<file path="config.mk">
export PLATFORM = sky130hd
export DESIGN_NAME = multicycle_sequencer_flat
export DESIGN_NICKNAME = d
export VERILOG_FILES = /design/src/rtl/multicycle_sequencer_if.sv /design/src/rtl/multicycle_sequencer.sv /design/src/flat_wrapper.sv
export SDC_FILE = /design/constraint.sdc
export NUM_CORES = 1
export LEC_CHECK = 0
export ABC_AREA = 1
export CORE_UTILIZATION = 40
export CTS_CLUSTER_DIAMETER = 40
export DETAILED_ROUTE_END_ITERATION = 8
export PLACE_DENSITY_LB_ADDON = 0.05
export SETUP_SLACK_MARGIN = 0.1
export SYNTH_ARGS = -nofsm -noshare
export SYNTH_HDL_FRONTEND = slang
export SYNTH_SLANG_ARGS = --single-unit
</file>
<file path="constraint.sdc">
create_clock -name clk -period 2.2 [get_ports clk]
set_input_delay 0.44 -clock clk [delete_from_list [all_inputs] [get_ports clk]]
set_output_delay 0.44 -clock clk [all_outputs]
set_load 0.005 [all_outputs]
</file>
<file path="src/rtl/multicycle_sequencer_if.sv">
// Control bundle between the multicycle step sequencer and the datapath.
// The slave modport is the sequencer side; the master modport is the
// side that supplies run/opcode/mem_ready and consumes the control strobes.
interface multicycle_sequencer_if;
  logic       run;
  logic [5:0] opcode;
  logic       mem_ready;
  logic [3:0] cont;
  logic       busy;
  logic       mem_read;
  logic       mem_write;
  logic       ir_write;
  logic       pc_write;
  logic       pc_write_cond;
  logic       reg_write;
  logic       memtoreg;
  logic       reg_dst;
  logic       alu_src;
  logic [1:0] alu_op;
  logic       instr_done;
  logic       illegal;

  modport slave (
    input  run, opcode, mem_ready,
    output cont, busy, mem_read, mem_write, ir_write, pc_write, pc_write_cond,
           reg_write, memtoreg, reg_dst, alu_src, alu_op, instr_done, illegal
  );

  modport master (
    output run, opcode, mem_ready,
    input  cont, busy, mem_read, mem_write, ir_write, pc_write, pc_write_cond,
           reg_write, memtoreg, reg_dst, alu_src, alu_op, instr_done, illegal
  );
endinterface

</file>
<file path="src/rtl/multicycle_sequencer.sv">
// Step sequencer / control unit for the multicycle MIPS datapath.
// Produces the step count `cont` and decodes the latched opcode into
// per-step datapath strobes. Outputs are combinational decodes of the
// registered state, step count and latched opcode.
// Optional build macro SEQ_STALL_EN: adds a WAIT_MEM state that holds the
// fetch step (cont 0) and the LW/SW memory step (cont 8) until mem_ready.
module multicycle_sequencer #(
  parameter int unsigned LAST_FETCH = 1
) (
  input logic                   clk,
  input logic                   rst_n,
  multicycle_sequencer_if.slave bus
);

  localparam logic [5:0] OP_R    = 6'b000000;
  localparam logic [5:0] OP_LW   = 6'b100011;
  localparam logic [5:0] OP_SW   = 6'b101011;
  localparam logic [5:0] OP_BEQ  = 6'b000100;
  localparam logic [5:0] OP_J    = 6'b000010;
  localparam logic [5:0] OP_ADDI = 6'b001000;

  localparam logic [3:0] FETCH_STEP = 4'(LAST_FETCH);

`ifdef SEQ_STALL_EN
  typedef enum logic [1:0] {
    IDLE     = 2'd0,
    RUN      = 2'd1,
    WAIT_MEM = 2'd2
  } state_t;
`else
  typedef enum logic [1:0] {
    IDLE = 2'd0,
    RUN  = 2'd1
  } state_t;
`endif

  state_t     state_q, state_d;
  logic [3:0] cont_q, cont_d;
  logic [5:0] op_q, op_d;

  logic is_r_s, is_lw_s, is_sw_s, is_beq_s, is_j_s, is_addi_s, legal_s;
  logic active_s, in_body_s, end_s, mem_ok_s;

  logic       mem_read_s, mem_write_s, ir_write_s, pc_write_s, pc_write_cond_s;
  logic       reg_write_s, memtoreg_s, reg_dst_s, alu_src_s;
  logic [1:0] alu_op_s;
  logic       instr_done_s, illegal_s;

  assign is_r_s    = (op_q == OP_R);
  assign is_lw_s   = (op_q == OP_LW);
  assign is_sw_s   = (op_q == OP_SW);
  assign is_beq_s  = (op_q == OP_BEQ);
  assign is_j_s    = (op_q == OP_J);
  assign is_addi_s = (op_q == OP_ADDI);
  assign legal_s   = is_r_s | is_lw_s | is_sw_s | is_beq_s | is_j_s | is_addi_s;

  assign active_s  = (state_q != IDLE);
  // Opcode-dependent selects are only meaningful once op_q holds this instruction.
  assign in_body_s = active_s && (cont_q >= 4'd3);

`ifdef SEQ_STALL_EN
  logic stall_pt_s;
  assign stall_pt_s = (cont_q == 4'd0) || ((cont_q == 4'd8) && (is_lw_s || is_sw_s));
  assign mem_ok_s   = !stall_pt_s || bus.mem_ready;
`else
  logic unused_mem_ready_s;
  assign unused_mem_ready_s = bus.mem_ready;
  assign mem_ok_s           = 1'b1;
`endif

  // Decide whether the current step is the final step of the instruction.
  always_comb begin
    end_s = 1'b0;
    case (cont_q)
      4'd3:    end_s = !legal_s;
      4'd4:    end_s = is_beq_s || is_j_s;
      4'd7:    end_s = is_r_s || is_addi_s;
      4'd8:    end_s = is_sw_s;
      4'd9:    end_s = 1'b1;  // last possible step; cont never passes 9
      default: end_s = 1'b0;
    endcase
  end

  // State, step counter and latched opcode registers.
  always_ff @(posedge clk or negedge rst_n) begin
    if (!rst_n) begin
      state_q <= IDLE;
      cont_q  <= 4'd0;
      op_q    <= 6'd0;
    end else begin
      state_q <= state_d;
      cont_q  <= cont_d;
      op_q    <= op_d;
    end
  end

  // Next-state and next-step logic.
  always_comb begin
    state_d = state_q;
    cont_d  = cont_q;
    op_d    = op_q;
    case (state_q)
      IDLE: begin
        cont_d = 4'd0;
        if (bus.run) begin
          state_d = RUN;
        end else begin
          state_d = IDLE;
        end
      end
`ifdef SEQ_STALL_EN
      RUN, WAIT_MEM: begin
`else
      RUN: begin
`endif
        if (cont_q == 4'd2) begin
          op_d = bus.opcode;
        end else begin
          op_d = op_q;
        end
        if (!mem_ok_s) begin
`ifdef SEQ_STALL_EN
          state_d = WAIT_MEM;
`else
          state_d = RUN;
`endif
          cont_d = cont_q;
        end else if (end_s) begin
          cont_d = 4'd0;
          if (bus.run) begin
            state_d = RUN;
          end else begin
            state_d = IDLE;
          end
        end else begin
          cont_d  = cont_q + 4'd1;
          state_d = RUN;
        end
      end
      default: begin
        state_d = IDLE;
        cont_d  = 4'd0;
      end
    endcase
  end

  // Per-step strobe and mux-select decode.
  always_comb begin
    mem_read_s      = 1'b0;
    mem_write_s     = 1'b0;
    ir_write_s      = 1'b0;
    pc_write_s      = 1'b0;
    pc_write_cond_s = 1'b0;
    reg_write_s     = 1'b0;
    illegal_s       = 1'b0;
    if (active_s) begin
      if (cont_q == FETCH_STEP) begin
        ir_write_s = 1'b1;
        pc_write_s = 1'b1;
      end else begin
        ir_write_s = 1'b0;
      end
      case (cont_q)
        4'd0: mem_read_s = 1'b1;
        4'd3: illegal_s  = !legal_s;
        4'd4: begin
          pc_write_cond_s = is_beq_s;
          pc_write_s      = pc_write_s || is_j_s;
        end
        4'd7: reg_write_s = is_r_s || is_addi_s;
        4'd8: begin
          mem_read_s  = is_lw_s;
          mem_write_s = is_sw_s;
        end
        4'd9:    reg_write_s = is_lw_s;
        default: mem_read_s  = 1'b0;
      endcase
    end else begin
      mem_read_s = 1'b0;
    end

    memtoreg_s = in_body_s && is_lw_s;
    reg_dst_s  = in_body_s && is_r_s;
    alu_src_s  = in_body_s && (is_lw_s || is_sw_s || is_addi_s);
    if (in_body_s && is_r_s) begin
      alu_op_s = 2'b10;
    end else if (in_body_s && is_beq_s) begin
      alu_op_s = 2'b01;
    end else begin
      alu_op_s = 2'b00;
    end

    instr_done_s = active_s && end_s && mem_ok_s;
  end

  assign bus.cont          = cont_q;
  assign bus.busy          = active_s;
  assign bus.mem_read      = mem_read_s;
  assign bus.mem_write     = mem_write_s;
  assign bus.ir_write      = ir_write_s;
  assign bus.pc_write      = pc_write_s;
  assign bus.pc_write_cond = pc_write_cond_s;
  assign bus.reg_write     = reg_write_s;
  assign bus.memtoreg      = memtoreg_s;
  assign bus.reg_dst       = reg_dst_s;
  assign bus.alu_src       = alu_src_s;
  assign bus.alu_op        = alu_op_s;
  assign bus.instr_done    = instr_done_s;
  assign bus.illegal       = illegal_s;

endmodule

</file>
<file path="src/flat_wrapper.sv">
// flat-port wrapper written by rule: the top's interface ports become plain ports
module multicycle_sequencer_flat 
#(
  parameter int unsigned LAST_FETCH = 1
)
  (clk, rst_n, bus_run, bus_opcode, bus_mem_ready, bus_cont, bus_busy, bus_mem_read, bus_mem_write, bus_ir_write, bus_pc_write, bus_pc_write_cond, bus_reg_write, bus_memtoreg, bus_reg_dst, bus_alu_src, bus_alu_op, bus_instr_done, bus_illegal);
  multicycle_sequencer_if bus_i ();
  input logic clk;
  input logic rst_n;
  input wire logic [$bits(bus_i.run)-1:0] bus_run;
  input wire logic [$bits(bus_i.opcode)-1:0] bus_opcode;
  input wire logic [$bits(bus_i.mem_ready)-1:0] bus_mem_ready;
  output wire logic [$bits(bus_i.cont)-1:0] bus_cont;
  output wire logic [$bits(bus_i.busy)-1:0] bus_busy;
  output wire logic [$bits(bus_i.mem_read)-1:0] bus_mem_read;
  output wire logic [$bits(bus_i.mem_write)-1:0] bus_mem_write;
  output wire logic [$bits(bus_i.ir_write)-1:0] bus_ir_write;
  output wire logic [$bits(bus_i.pc_write)-1:0] bus_pc_write;
  output wire logic [$bits(bus_i.pc_write_cond)-1:0] bus_pc_write_cond;
  output wire logic [$bits(bus_i.reg_write)-1:0] bus_reg_write;
  output wire logic [$bits(bus_i.memtoreg)-1:0] bus_memtoreg;
  output wire logic [$bits(bus_i.reg_dst)-1:0] bus_reg_dst;
  output wire logic [$bits(bus_i.alu_src)-1:0] bus_alu_src;
  output wire logic [$bits(bus_i.alu_op)-1:0] bus_alu_op;
  output wire logic [$bits(bus_i.instr_done)-1:0] bus_instr_done;
  output wire logic [$bits(bus_i.illegal)-1:0] bus_illegal;
  assign bus_i.run = bus_run;
  assign bus_i.opcode = bus_opcode;
  assign bus_i.mem_ready = bus_mem_ready;
  assign bus_cont = bus_i.cont;
  assign bus_busy = bus_i.busy;
  assign bus_mem_read = bus_i.mem_read;
  assign bus_mem_write = bus_i.mem_write;
  assign bus_ir_write = bus_i.ir_write;
  assign bus_pc_write = bus_i.pc_write;
  assign bus_pc_write_cond = bus_i.pc_write_cond;
  assign bus_reg_write = bus_i.reg_write;
  assign bus_memtoreg = bus_i.memtoreg;
  assign bus_reg_dst = bus_i.reg_dst;
  assign bus_alu_src = bus_i.alu_src;
  assign bus_alu_op = bus_i.alu_op;
  assign bus_instr_done = bus_i.instr_done;
  assign bus_illegal = bus_i.illegal;
  multicycle_sequencer #(.LAST_FETCH(LAST_FETCH)) u_core (.clk(clk), .rst_n(rst_n), .bus(bus_i));
endmodule
</file>
* Word-level counts from Yosys, hierarchy flattened
Cells that the tools add are included.
Storage, ports and cells: flip-flop bits (word level) 12, input bits 10, output and inout port bits 18, word-level logic and storage cells 63
Operators by class: $add $sub $neg 1, magnitude comparators 1, eq/ne operators 13, mux-type cells 23, bitwise logic cells 5, reductions and logical operators 17
Operator list (count):
- $mux W1 | 16
- $eq A6 B6 Y1 const B | 2
- $eq A4 B2 Y1 const B | 2
- $eq A4 B3 Y1 const B | 2
- $eq A4 B4 Y1 const B | 2
- $mux W4 | 2
- $eq A6 B2 Y1 const B | 1
- $eq A6 B3 Y1 const B | 1
- $eq A6 B4 Y1 const B | 1
- $logic_and A1 B1 Y1 | 6
- $logic_not A6 Y1 | 1
- $logic_or A1 B1 Y1 | 5
- $or A1 B1 Y1 | 5
- $pmux W1 S5 | 1
- $add A4 B1 Y4 const B | 1
- $eq A4 B1 Y1 const B | 1
- $ge A4 B2 Y1 const B | 1
- $logic_not A4 Y1 | 1
- $pmux W1 S2 | 2
- $pmux W2 S2 | 1
- $eq A2 B1 Y1 const B | 1
- $logic_not A2 Y1 | 1
- $mux W2 | 1
- $reduce_and A2 Y1 | 1
- 2 further kinds | 2

* Logic depth before layout (Yosys ltp)
word-level depth 10, mapped depth 9, gate-level depth less buffers 9

* Least setup slack after synthesis
Ideal clock, no wire load.
path kind flip-flop to output port, start register u_core.cont_q[0], in the netlist u_core.bus.cont[0], end output bus_alu_op[1], arrival 1.210 ns, data required time 1.760 ns, setup slack 0.550 ns, cell stages (with the launch flop) 5, path buffers 1, path through dfrtp_1 ha_1 o21ai_0 nor2_1 buf_4
Between the ends: cells in the longest elaborated chain, start to end 4
RTL lines:
- start: declaration | RTL line multicycle_sequencer.sv:38 | logic [3:0] cont_q, cont_d;
- start signal: assignment | RTL line multicycle_sequencer.sv:92 | cont_q <= cont_d;
- $ge A4 B2 Y1 | RTL line multicycle_sequencer.sv:59 | assign in_body_s = active_s && (cont_q >= 4'd3);
- $logic_and A1 B1 Y1 | RTL line multicycle_sequencer.sv:59
- $logic_and A1 B1 Y1
- net bus_reg_dst | RTL line flat_wrapper.sv:22 | output wire logic [$bits(bus_i.reg_dst)-1:0] bus_reg_dst;
- $mux W2 | RTL line multicycle_sequencer.sv:185 | if (in_body_s && is_r_s) begin
- end: declaration | RTL line flat_wrapper.sv:24 | output wire logic [$bits(bus_i.alu_op)-1:0] bus_alu_op;
The timed path passes the listed nets, and every way through them passes these cells.

* Worst setup path after layout
start register u_core.cont_q[0], in the netlist u_core.bus.cont[0], end output bus_instr_done
Between the ends: cells in the longest elaborated chain, start to end 3, elaborated cells on any way between the ends 7, classes of those cells 5 x eq/ne; 1 x mux; 1 x reduce/logical
RTL lines:
- $eq A4 B4 Y1, or another cell as far along | RTL line multicycle_sequencer.sv:74 | case (cont_q)
- $pmux W1 S5 (*) | RTL line multicycle_sequencer.sv:74
- $logic_and A1 B1 Y1 (*) | RTL line multicycle_sequencer.sv:193 | instr_done_s = active_s && end_s && mem_ok_s;
- end: declaration | RTL line flat_wrapper.sv:25 | output wire logic [$bits(bus_i.instr_done)-1:0] bus_instr_done;
Every way passes the cells marked *; elsewhere a longest branch is shown, timed or not.

==> flow_summary.ini <==
[setup_path]
crit_arrival_ns = 1.58
end_kind = primary output
cp-start-kind = register
cp.required_ns = 1.76
crit_path_max_fanout = 4
crit_type = register to primary output

[die]
core_area_um2 = 1750
dieArea_um2 = 2070
ios = 28
rows = 15
die_y_um = 45.5
initial_core_util_pct = 43.3
die_x_um = 45.5

[place]
dp_cells = 155
io_buffers = 26
dpl.hpwl_um = 1320
gp_congestion = 0.881

[synthesis]
yosys_register_bits = 11
netlist_area_um2 = 756
synth_nets = 116
ys_types = 22
yosysSeqAreaShare_pct = 36.4
ys_warn_count = 0
synthCells = 102
syn_area_per_cell_um2 = 7.41

[final_layout]
layout_common_cells = nor2_1 (21), nand2_1 (13), clkdlybuf4s50_1 (13)
drive_above_1_share_pct = 28.5
finalNonFillerCells = 162
final_common_cell = nor2_1
layout.nets = 152
num_antenna_cells = 0
area_growth_pct = 48.8

[grt]
grt_first_pass_wirelength_um = 2730
grt_max_degree = 12
busiest_layer = met2
met1_usage_pct = 22.7
grt_pass1_vias = 690
antenna_found_initial = 0
grt_usage_pct = 18.2
grt_use_met3_pct = 2.38
use_met2_pct = 29.7
overflow = 0

[detailed_routing]
routedWlPerCell_um = 10.4
wl_um = 1690
ant_nets = 0
num_vias = 784
drt_first_pass_iters = 4
dr.first_iter.drc_count = 8
drc = 0
routed_via_density = 4.84

[status]
status = completed

[flow_run]
cap_violations = 0

[cts]
cts_buffers = 3
cts_hold_buffers = 0
clk-insertion-delay-late_ns = 0.26
tritoncts = yes
cts.sinks = 11
cts_buffer_depth = 2
path_clk_slew_ns = 0.07
h-tree-depth = 1
root_buffer = clkbuf_4

[timing]
hold_viol = 0
fmax_mhz = 495
finalClockSkew_ns = 0.00361
rsz0062_at_grt = yes
fin_tns_setup_ns = 0
maxSlewViolCount = 0
finalCriticalPeriod_ns = 2.02
setup_viol = 0
relSlewSlack_pct = 68.5
fin_crit_sh_pct = 91.9
tightest_slew_ns = 0.471

[min_path]
hp-class = primary input to async pin

[power]
peakVddDrop_mv = 0.783
leakagePower_nw = 0.577
powerDensity_nw_per_um2 = 1300
[where the power goes]
part	internal [mW]	leakage [nW]	total [mW]	switching, mW
sequential	0.309	0.124	0.445	0.136
clock	0.0701	0.0150	0.134	0.0635
combinational	0.432	0.438	0.881	0.448
total	0.812	0.577	1.46	0.648
[synthesized netlist by cell type]
library cell | number | area [um2]
o21a_1 | 1 | 7.51
a21oi_1 | 7 | 35.0
nand3_4 | 1 | 17.5
nand4_1 | 1 | 6.26
buf_4 | 1 | 7.51
nor3_1 | 1 | 5.00
nand3_1 | 8 | 40.0
nand3_2 | 2 | 20.0
nor2_2 | 4 | 25.0
o21ai_1 | 1 | 5.00
mux2_2 | 2 | 22.5
o22ai_1 | 1 | 6.26
nand2_1 | 13 | 48.8
nor2_1 | 24 | 90.1
inv_1 | 11 | 41.3
ha_1 | 4 | 50.1
nor2_4 | 1 | 11.3
nand2_2 | 2 | 12.5
o21ai_0 | 1 | 5.00
dfrtp_1 | 11 | 275
xor2_1 | 1 | 8.76
inv_2 | 4 | 15.0
[routing by layer]
layer	share of wire, %	vias to the layer above
met5	0	-
li1	-	394
met4	3.4	0
met2	47	29
met1	43	353
met3	5.9	8
[cell families after synthesis]
logic type	count (synthesis)	synth area share (%)
compound gates	11	7.78
xor+xnor	1	1.16
fa+ha+maj	4	6.62
buf+inv	16	8.44
flops	11	36.4
mux	2	2.98
simple gates	57	36.6
[flip-flops by register name (all words and copies together), names as in the netlist]
signal,cells
u_core.bus.cont,4
u_core.op_q,6
u_core.state_q,1
[critical path, cell delays in order, from the launching register on]
cell and delay, ns:
dfrtp_1 0.42, inv_2 0.10, ha_4 0.14, inv_1 0.05, nor2_2 0.12, nand3_2 0.10, nand3_1 0.09, nor2_2 0.05
a21oi_1 0.12, clkbuf_2 0.12
[worst paths after layout]
kind                                    start                 end  slack [ns]  cells after the start
max                        u_core.bus.cont[0]      bus_instr_done        0.18                      9
min reg2reg                    u_core.op_q[5]      u_core.op_q[5]        0.56                      1
max reg2reg                u_core.bus.cont[1]      u_core.op_q[0]        0.73                      5
min                                     rst_n      u_core.op_q[3]        0.49                      1
min in group clk               u_core.op_q[5]      u_core.op_q[5]        0.56                      1
max in group asynchronous               rst_n  u_core.bus.cont[3]        1.36                      1
[area by class of cell]
type | count | area, um2
fill | 179 | 621
sequential | 11 | 278
clock buffer | 4 | 26.3
timing repair buffer | 32 | 282
inverter | 15 | 56.3
multi-input combinational | 75 | 452
tap | 25 | 31.3
[stage by stage]
stage                     hold slack (ns)  power [mW]  util (%)  instance area [um2]  setup WS (ns)
after detailed placement            0.545        1.27      60.9                 1060        0.00512
after global routing                0.529        1.61      64.4                 1120         0.0624
after global placement              0.541        1.25      60.9                 1060         0.0450
after floorplan                     0.144       0.903         -                  756          0.550
final                               0.495        1.46      64.4                 1120          0.179
after CTS                           0.511        1.42      62.9                 1100         0.0351
[repair_timing]
| action | CTS | global route |
|---|---|---|
| setup endpoints to repair | 12 | 5 |
| buffers inserted | 2 | 1 |
| resized for setup | 18 | 13 |
| pin swaps | 5 | 4 |
Power figures use the tool's default switching activity.
